**config.mk**
```make
export PLATFORM = sky130hd
export DESIGN_NAME = mem_window_reader
export DESIGN_NICKNAME = d
export VERILOG_FILES = /design/src/rtl/mem_window_reader.sv
export SDC_FILE = /design/constraint.sdc
export NUM_CORES = 1
export LEC_CHECK = 0
export CAP_MARGIN = 5
export CORE_ASPECT_RATIO = 0.9
export CORE_MARGIN = 5
export CORE_UTILIZATION = 65
export DETAILED_ROUTE_END_ITERATION = 10
export PLACE_DENSITY = 0.87
export SLEW_MARGIN = 20
export SYNTH_ARGS = -nofsm -noshare
export SYNTH_HDL_FRONTEND = slang
export SYNTH_SLANG_ARGS = --single-unit
```
**constraint.sdc**
```tcl
create_clock -name clk -period 10.2 [get_ports clk]
set_input_delay 2.04 -clock clk [delete_from_list [all_inputs] [get_ports clk]]
set_output_delay 2.04 -clock clk [all_outputs]
set_load 0.03 [all_outputs]
```
**src/rtl/mem_window_reader.sv**
```systemverilog
// Loads an IMG_W x IMG_H frame from a combinational ROM, then streams every interior
// 3x3 window in raster order over a valid/ready handshake.
module mem_window_reader #(
    parameter int unsigned DW    = 8,
    parameter int unsigned AW    = 4,
    parameter int unsigned IMG_W = 4,
    parameter int unsigned IMG_H = 4
) (
    input  logic            clk,
    input  logic            rst_n,
    input  logic            start,
    output logic [AW-1:0]   mem_addr,
    input  logic [DW-1:0]   mem_data,
    output logic [9*DW-1:0] win_data,
    output logic [AW-1:0]   win_row,
    output logic [AW-1:0]   win_col,
    output logic            win_valid,
    input  logic            win_ready,
    output logic            busy,
    output logic            done
);

    typedef enum logic [1:0] {StIdle, StLoad, StEmit, StFin} state_e;

    localparam int unsigned   NPix     = IMG_W * IMG_H;
    localparam logic [AW-1:0] LastAddr = AW'(NPix - 1);
    localparam logic [AW-1:0] LastRow  = AW'(IMG_H - 2);
    localparam logic [AW-1:0] LastCol  = AW'(IMG_W - 2);
    localparam logic [AW-1:0] FirstCtr = AW'(1);
    localparam logic [AW:0]   ImgWL    = (AW+1)'(IMG_W);
    localparam logic [AW:0]   OneL     = (AW+1)'(1);

    state_e              state_q, state_d;
    logic [AW-1:0]       addr_q, addr_d;
    logic [AW-1:0]       row_q, row_d;
    logic [AW-1:0]       col_q, col_d;
    logic [9*DW-1:0]     data_q, data_d;
    logic [DW-1:0]       fbuf_q [2**AW];

    logic [AW-1:0]       cen_r, cen_c;
    logic [AW:0]         idx;
    logic [DW-1:0]       pix;
    logic [9*DW-1:0]     win_calc;

    always_ff @(posedge clk) begin
        if (state_q == StLoad) begin
            fbuf_q[addr_q] <= mem_data;
        end
    end

    // Centre of the window that would be loaded next.
    always_comb begin
        cen_r = row_q;
        cen_c = col_q + 1'b1;
        if (state_q == StLoad) begin
            cen_r = FirstCtr;
            cen_c = FirstCtr;
        end else if (col_q == LastCol) begin
            cen_r = row_q + 1'b1;
            cen_c = FirstCtr;
        end
    end

    // The final LOAD edge writes the buffer and loads the first window together,
    // so the pixel being written is bypassed straight from mem_data.
    always_comb begin
        win_calc = '0;
        idx      = '0;
        pix      = '0;
        for (int dr = 0; dr < 3; dr++) begin
            for (int dc = 0; dc < 3; dc++) begin
                idx = ({1'b0, cen_r} + (AW+1)'(dr) - OneL) * ImgWL
                    + {1'b0, cen_c} + (AW+1)'(dc) - OneL;
                pix = fbuf_q[idx[AW-1:0]];
                if (state_q == StLoad && idx[AW-1:0] == addr_q) begin
                    pix = mem_data;
                end
                win_calc[(dr*3+dc)*DW +: DW] = pix;
            end
        end
    end

    always_comb begin
        state_d = state_q;
        addr_d  = addr_q;
        row_d   = row_q;
        col_d   = col_q;
        data_d  = data_q;
        unique case (state_q)
            StIdle: begin
                addr_d = '0;
                if (start) state_d = StLoad;
            end
            StLoad: begin
                addr_d = addr_q + 1'b1;
                if (addr_q == LastAddr) begin
                    state_d = StEmit;
                    addr_d  = '0;
                    row_d   = cen_r;
                    col_d   = cen_c;
                    data_d  = win_calc;
                end
            end
            StEmit: begin
                if (win_ready) begin
                    if (row_q == LastRow && col_q == LastCol) begin
                        state_d = StFin;
                        row_d   = '0;
                        col_d   = '0;
                        data_d  = '0;
                    end else begin
                        row_d  = cen_r;
                        col_d  = cen_c;
                        data_d = win_calc;
                    end
                end
            end
            StFin: state_d = StIdle;
            default: state_d = StIdle;
        endcase
    end

    always_ff @(posedge clk or negedge rst_n) begin
        if (!rst_n) begin
            state_q <= StIdle;
            addr_q  <= '0;
            row_q   <= '0;
            col_q   <= '0;
            data_q  <= '0;
        end else begin
            state_q <= state_d;
            addr_q  <= addr_d;
            row_q   <= row_d;
            col_q   <= col_d;
            data_q  <= data_d;
        end
    end

    assign mem_addr  = (state_q == StLoad) ? addr_q : '0;
    assign win_data  = data_q;
    assign win_row   = row_q;
    assign win_col   = col_q;
    assign win_valid = (state_q == StEmit);
    assign busy      = (state_q == StLoad) || (state_q == StEmit);
    assign done      = (state_q == StFin);

endmodule

```
==> metrics.txt, run 1 <==
status=finished, final reports clean; Via Count=12089; nets@finish=1339; CP Launch Type=register; TritonCTS clock tree=yes; Final Hold Violating Endpoints=0; worst r2r dst=win_data[7]$_DFFE_PN0P_; Post-Synthesis Cells=1270; Syn Area/Cell=11.2 um2; Critical Path End Type=register; Top Ports=99; DR pass1 iterations=8; Min-Delay Path Depth=2; crit path DAT=6100 ps; Final Setup Violations=0; DR WL/cell=28.5 um; sink of the worst hold path=win_data[46]$_DFFE_PN0P_; Die Wd=166 um; dpl hpwl=31700 um; Max-cap violations=0; Vias/cell=7.47; worst rel slew slack=0.287; Die Height=150 um; Post-CTS Setup Inserts=0; Critical Path RT=10660 ps; Top FF cell, synth=edfxtp_1; #FFs+latches synth=214; TNS Setup=0 ps; reg2reg start=win_col[0]$_DFFE_PN0P_; maximum clock frequency=177 MHz; post-route minimum period=5640 ps; unrepaired setup endpoints after global routing=no; ANT cells=0; antenna-violating nets left=0; Starting Density=0.658; worst-margin pin slew=1070 ps; deepest clock path buffer count=3; Clk pin slew, worst setup/hold paths=70 ps; final-report max-slew violation count=0; count of routing violations after the opening detailed-route iteration=1812; core box area=21600 um2; largest net degree at the start of global routing=87; EDFF count, synth=128; Clk Latency, worst-skew pair=530 ps; Hold WC Path Type=register to register; number of global-route vias before repair=11341; CTS Root Cell=clkbuf_16; Netlist cell types=68; H-tree levels=1; Fill cells=1390; Worst R2R Path Depth=14; Seq/Total Area, Yosys=0.421; DRC errors left=0; total CTS buffers=23; hold_buf cts=0; crit share post-route=0.553; IO buf count=98; Placer Congestion=0.997; yosys warns=0; global-route wire length before repair=69500 um; final wirelength=46100 um; GR Overflow Total=0; die area=25000 um2; reg2reg setup slack=4560 ps; WS Path Type=register to register; Mapped Area=14200 um2; worst-path fanout max=68; synth-to-layout area growth=13.7%; syn nets=1298; FFs w/ async S/R, synth=0.402; initial antenna violation count=0; # resized after CTS=0; min-delay src=win_data[46]$_DFFE_PN0P_; skew final=10.3 ps; CTS Sinks=214; row cnt=51; share of cells above drive strength 1=0.143; GRT Total Usage=0.363
-- sequential cells by signal (all words and copies together) (netlist names) --
| name | flops |
|---|---|
| addr_q | 4 |
| state_q | 2 |
| win_row | 4 |
| win_data | 72 |
| win_col | 4 |
| fbuf_q | 128 |
-- cell usage after synthesis (4+ instances only) --
cell | count | share of area
a211oi_1 | 23 | 0.012
a21oi_1 | 41 | 0.014
a221o_1 | 5 | 0.0035
a22oi_1 | 5 | 0.0026
a2bb2oi_1 | 6 | 0.0037
a32oi_1 | 19 | 0.012
and2_1 | 11 | 0.0048
and3_1 | 9 | 0.0040
buf_1 | 6 | 0.0016
buf_2 | 11 | 0.0039
buf_4 | 10 | 0.0053
clkbuf_1 | 78 | 0.021
dfrtp_1 | 86 | 0.15
edfxtp_1 | 128 | 0.27
ha_1 | 16 | 0.014
inv_1 | 44 | 0.012
mux2_2 | 17 | 0.013
mux2i_1 | 131 | 0.092
mux4_2 | 90 | 0.14
nand2_1 | 129 | 0.034
nand3_1 | 18 | 0.0063
nand4_1 | 12 | 0.0053
nor2_1 | 87 | 0.023
nor2b_1 | 12 | 0.0053
nor3_1 | 38 | 0.013
nor4_1 | 34 | 0.015
o211ai_1 | 14 | 0.0074
o21ai_0 | 12 | 0.0042
o21ai_1 | 27 | 0.0095
o221ai_1 | 37 | 0.023
o22ai_1 | 30 | 0.013
o31ai_1 | 7 | 0.0037
o32a_1 | 6 | 0.0042
o32ai_1 | 7 | 0.0043
xnor2_1 | 8 | 0.0049
xnor2_2 | 4 | 0.0046
-- worst max-delay path by stage --
stage | slack (ps) | startpoint | to | cells past startpoint
detailed placement | 4760 | win_col[0]$_DFFE_PN0P_ | win_data[7]$_DFFE_PN0P_ | 14
CTS | 4710 | win_col[0]$_DFFE_PN0P_ | win_data[7]$_DFFE_PN0P_ | 14
floorplan | 5200 | win_col[0]$_DFFE_PN0P_ | win_data[29]$_DFFE_PN0P_ | 16
global placement | 4990 | win_col[0]$_DFFE_PN0P_ | win_data[54]$_DFFE_PN0P_ | 17
finish | 4560 | win_col[0]$_DFFE_PN0P_ | win_data[7]$_DFFE_PN0P_ | 14
global route | 4210 | win_col[0]$_DFFE_PN0P_ | win_data[7]$_DFFE_PN0P_ | 14
-- worst max-delay path: stages (launching register included) --
cell,delay (ps)
dfrtp_1,330
buf_4,440
inv_1,170
ha_4,190
nor3b_4,140
buf_4,290
nor3_1,430
ha_2,280
xor2_2,330
xor2_4,690
buf_4,840
xnor2_2,340
mux2i_1,190
a2111oi_0,670
a211o_1,180
-- routing by layer --
metal | global-route usage | vias up | wire (um)
met4 | 0.133 | 0 | 2020
met2 | 0.558 | 1032 | 20500
met5 | 0 | - | 0
met1 | 0.489 | 5836 | 16500
met3 | 0.121 | 167 | 7050
li1 | - | 5054 | -
-- metrics by stage --
stage	hold WS [ps]	std cells	worst slack (ps)	area, um2	utilization
finish	484	1619	4560	16200	0.748
global route	501	1619	4210	16200	0.748
CTS	488	1619	4710	16200	0.748
detailed placement	474	1577	4760	15400	0.710
global placement	469	1577	4990	15400	0.710
floorplan	533	1270	5200	14200	-
-- cell usage in the layout, fill, tap and decap left out, types with 6 or more instances in the layout --
| cell | count |
|---|---|
| a211oi_1 | 23 |
| a32oi_1 | 19 |
| mux4_2 | 90 |
| nor4_1 | 34 |
| nor2b_1 | 12 |
| o221ai_1 | 37 |
| and3_1 | 9 |
| nand4_1 | 12 |
| dfrtp_1 | 86 |
| nand2_1 | 129 |
| clkdlybuf4s50_1 | 97 |
| mux2_2 | 17 |
| a2bb2oi_1 | 6 |
| o22ai_1 | 30 |
| o21ai_1 | 26 |
| o21ai_0 | 12 |
| nor3_1 | 38 |
| edfxtp_1 | 128 |
| buf_4 | 26 |
| xnor2_1 | 7 |
| o31ai_1 | 7 |
| o32a_1 | 6 |
| ha_1 | 12 |
| o211ai_1 | 14 |
| o32ai_1 | 7 |
| and2_1 | 11 |
| a21oi_1 | 41 |
| inv_1 | 44 |
| mux2i_1 | 131 |
| nand3_1 | 18 |
| nor2_1 | 86 |
| clkbuf_16 | 23 |
-- cell families (layout without fill, tap and decap cells) --
logic type | Yosys count | after routing | synth area share
adder cells (fa/ha/maj) | 16 | 16 | 0.0141
XOR/XNOR | 20 | 20 | 0.0187
AO/OA/AOI/OAI | 252 | 252 | 0.125
multiplexers | 242 | 242 | 0.251
AND/OR/NAND/NOR | 372 | 372 | 0.124
buffers and inverters | 154 | 212 | 0.0459
flip-flops | 214 | 214 | 0.421
-- final cells by class --
cell class	count	area (um2)	share of cell area
Clock buffer	29	628	0.0388
Timing Repair Buffer	124	1180	0.0727
Clock inverter	13	193	0.0119
Multi-Input combinational cell	902	7650	0.473
Inverter	46	175	0.0108
Tap cell	291	364	0.0225
Sequential cell	214	6000	0.370
Power of run 1 is left out: the tool's default activity adds up to more than one toggle a clock period on the data nets, which glitch-free logic cannot reach.
==> run 2: changes to the inputs <==
--- a/config.mk
+++ b/config.mk
@@ -8,9 +8,9 @@
 export CAP_MARGIN = 5
 export CORE_ASPECT_RATIO = 0.9
 export CORE_MARGIN = 5
-export CORE_UTILIZATION = 65
+export CORE_UTILIZATION = 60
 export DETAILED_ROUTE_END_ITERATION = 10
-export PLACE_DENSITY = 0.87
+export PLACE_DENSITY = 0.81
 export SLEW_MARGIN = 20
 export SYNTH_ARGS = -nofsm -noshare
 export SYNTH_HDL_FRONTEND = slang
==> constraint.sdc (replaced) <==
create_clock -name clk -period 5.35 [get_ports clk]
set_input_delay 1.07 -clock clk [delete_from_list [all_inputs] [get_ports clk]]
set_output_delay 1.07 -clock clk [all_outputs]
set_load 0.03 [all_outputs]
==> run 2 against run 1 <==
Against the previous run:
- the run now ends with DRC left
- register-to-register slack got worse by 3600 ps
- worst setup slack got worse by 3600 ps
- non-clock buffer count increased by 5
- die area increased by 7.8%
- cell count increased by 0.99%
- cell area about the same
- maximum frequency increased by 29%
- flip-flop and latch count unchanged
- first-iteration DRC count increased by 9.3%
- largest cell class unchanged
==> metrics.txt, run 2 (synthesized netlist as in run 1, its figures left out) <==
unrepaired setup endpoints after global routing=no (unchanged); Final Setup Violations=0 (unchanged); nets@finish=1345 (was 1339); dpl hpwl=31600 um (was 31700 um); Max-cap violations=0 (unchanged); DR WL/cell=27.4 um (was 28.5 um); ANT cells=0 (unchanged); core box area=23300 um2 (was 21600 um2); register area=6000 um2 (unchanged); deepest clock path buffer count=3 (unchanged); global-route wire length before repair=68300 um (was 69500 um); synth-to-layout area growth=13.7% (about the same); crit share post-route=0.816 (was 0.553); Vias/cell=7.32 (was 7.47); status=finished with violations (was finished, final reports clean); max reg flops=128 (unchanged); post-route minimum period=4360 ps (was 5640 ps); Top Ports=99 (unchanged); worst rel slew slack=0.288 (was 0.287); Final Util=0.694 (was 0.748); multi-input logic area=7660 um2 (was 7650 um2); count of routing violations after the opening detailed-route iteration=1981 (was 1812); DR pass1 iterations=8 (unchanged); Via Count=11966 (was 12089); die area=26900 um2 (was 25000 um2); skew final=18.2 ps (was 10.3 ps); DRC errors left=1 (was 0); H-tree levels=1 (unchanged); worst-margin pin slew=1070 ps (about the same); number of global-route vias before repair=11301 (was 11341); Placer Congestion=1.01 (was 0.997); IO buf count=98 (unchanged); Final Hold Violating Endpoints=0 (unchanged); TNS Setup=0 ps (unchanged); Hold WC Path Type=input pin to async pin (was register to register); share of cells above drive strength 1=0.148 (was 0.143); Critical Path End Type=register (unchanged); hold_buf cts=0 (unchanged); # resized after CTS=0 (unchanged); Clk pin slew, worst setup/hold paths=60 ps (was 70 ps); Worst R2R Path Depth=13 (was 14); Fill cells=1686 (was 1390); reg2reg start=win_col[0]$_DFFE_PN0P_ (unchanged); DRT met1 WL=16800 um (was 16500 um); CTS Root Cell=clkbuf_16 (unchanged); final-report max-slew violation count=0 (unchanged); TritonCTS clock tree=yes (unchanged); most common cell after layout, fill and taps aside=mux2i_1 (unchanged); Die Height=156 um (was 150 um); crit path DAT=4800 ps (was 6100 ps); CP Launch Type=register (unchanged); WL met3=6020 um (was 7050 um); GRT Total Usage=0.330 (was 0.363); Critical Path RT=5790 ps (was 10660 ps); maximum clock frequency=229 MHz (was 177 MHz); reg2reg setup slack=990 ps (was 4560 ps); row cnt=53 (was 51); routed wl met2=20100 um (was 20500 um); antenna-violating nets left=0 (unchanged); final wirelength=44800 um (was 46100 um); worst-path fanout max=41 (was 68); crit path launch=win_col[0]$_DFFE_PN0P_ (unchanged); Clk Latency, worst-skew pair=550 ps (was 530 ps); GR Overflow Total=0 (unchanged); failing checks=DRC; Max Used Layer=met4 (unchanged); Biggest register=fbuf_q (unchanged); CTS Sinks=214 (unchanged); worst r2r dst=win_data[49]$_DFFE_PN0P_ (was win_data[7]$_DFFE_PN0P_); initial antenna violation count=0 (unchanged); Starting Density=0.610 (was 0.658); largest net degree at the start of global routing=99 (was 87); Post-CTS Setup Inserts=0 (unchanged); total CTS buffers=24 (was 23); Die Wd=172 um (was 166 um); WS Path Type=register to register (unchanged); most frequent cells in the layout=131 x mux2i_1, 129 x nand2_1, 128 x edfxtp_1 (unchanged)
## run 2: critical path: stages (launching register included)
cell and delay (ps):
dfrtp_1 340, buf_4 440, ha_1 250, xnor2_1 70, nor3_1 330, ha_2 810
nand2b_1 290, nor2b_1 210, buf_4 200, xnor2_1 260, nor2_1 130, nand2_1 290
nand2_1 280, o31ai_1 340
## run 2: final cells by class
class	count	share of cell area
clock inverters	13	0.00772
multi-input cells	902	0.473
well taps	302	0.0233
flip-flops and latches	214	0.370
repair buffers	129	0.0762
inverters	46	0.0108
clock buffers	29	0.0389
## run 2: metal layers
layer | GRT usage | vias to the layer above
met4 | 0.111 | 0
li1 | - | 5049
met1 | 0.474 | 5917
met2 | 0.498 | 867
met3 | 0.0826 | 133
met5 | 0 | -
## run 2: worst max-delay path by stage
stage                                     endpoint  depth (start not counted)
after floorplan           win_data[29]$_DFFE_PN0P_                         16
after global placement    win_data[16]$_DFFE_PN0P_                          8
after detailed placement  win_data[50]$_DFFE_PN0P_                         13
after CTS                 win_data[50]$_DFFE_PN0P_                         13
after global routing      win_data[49]$_DFFE_PN0P_                         13
final                     win_data[49]$_DFFE_PN0P_                         13
## run 2: stage by stage
step | worst slack [ps] | instance area [um2] | std cells | hold slack, ps
floorplan | 354 | 14200 | 1270 | 533
CTS | 1090 | 16200 | 1635 | 481
global route | 654 | 16200 | 1635 | 505
global placement | 1200 | 15400 | 1593 | 466
finish | 986 | 16200 | 1635 | 468
detailed placement | 1110 | 15400 | 1593 | 474
Power of run 2 is left out for the same reason.
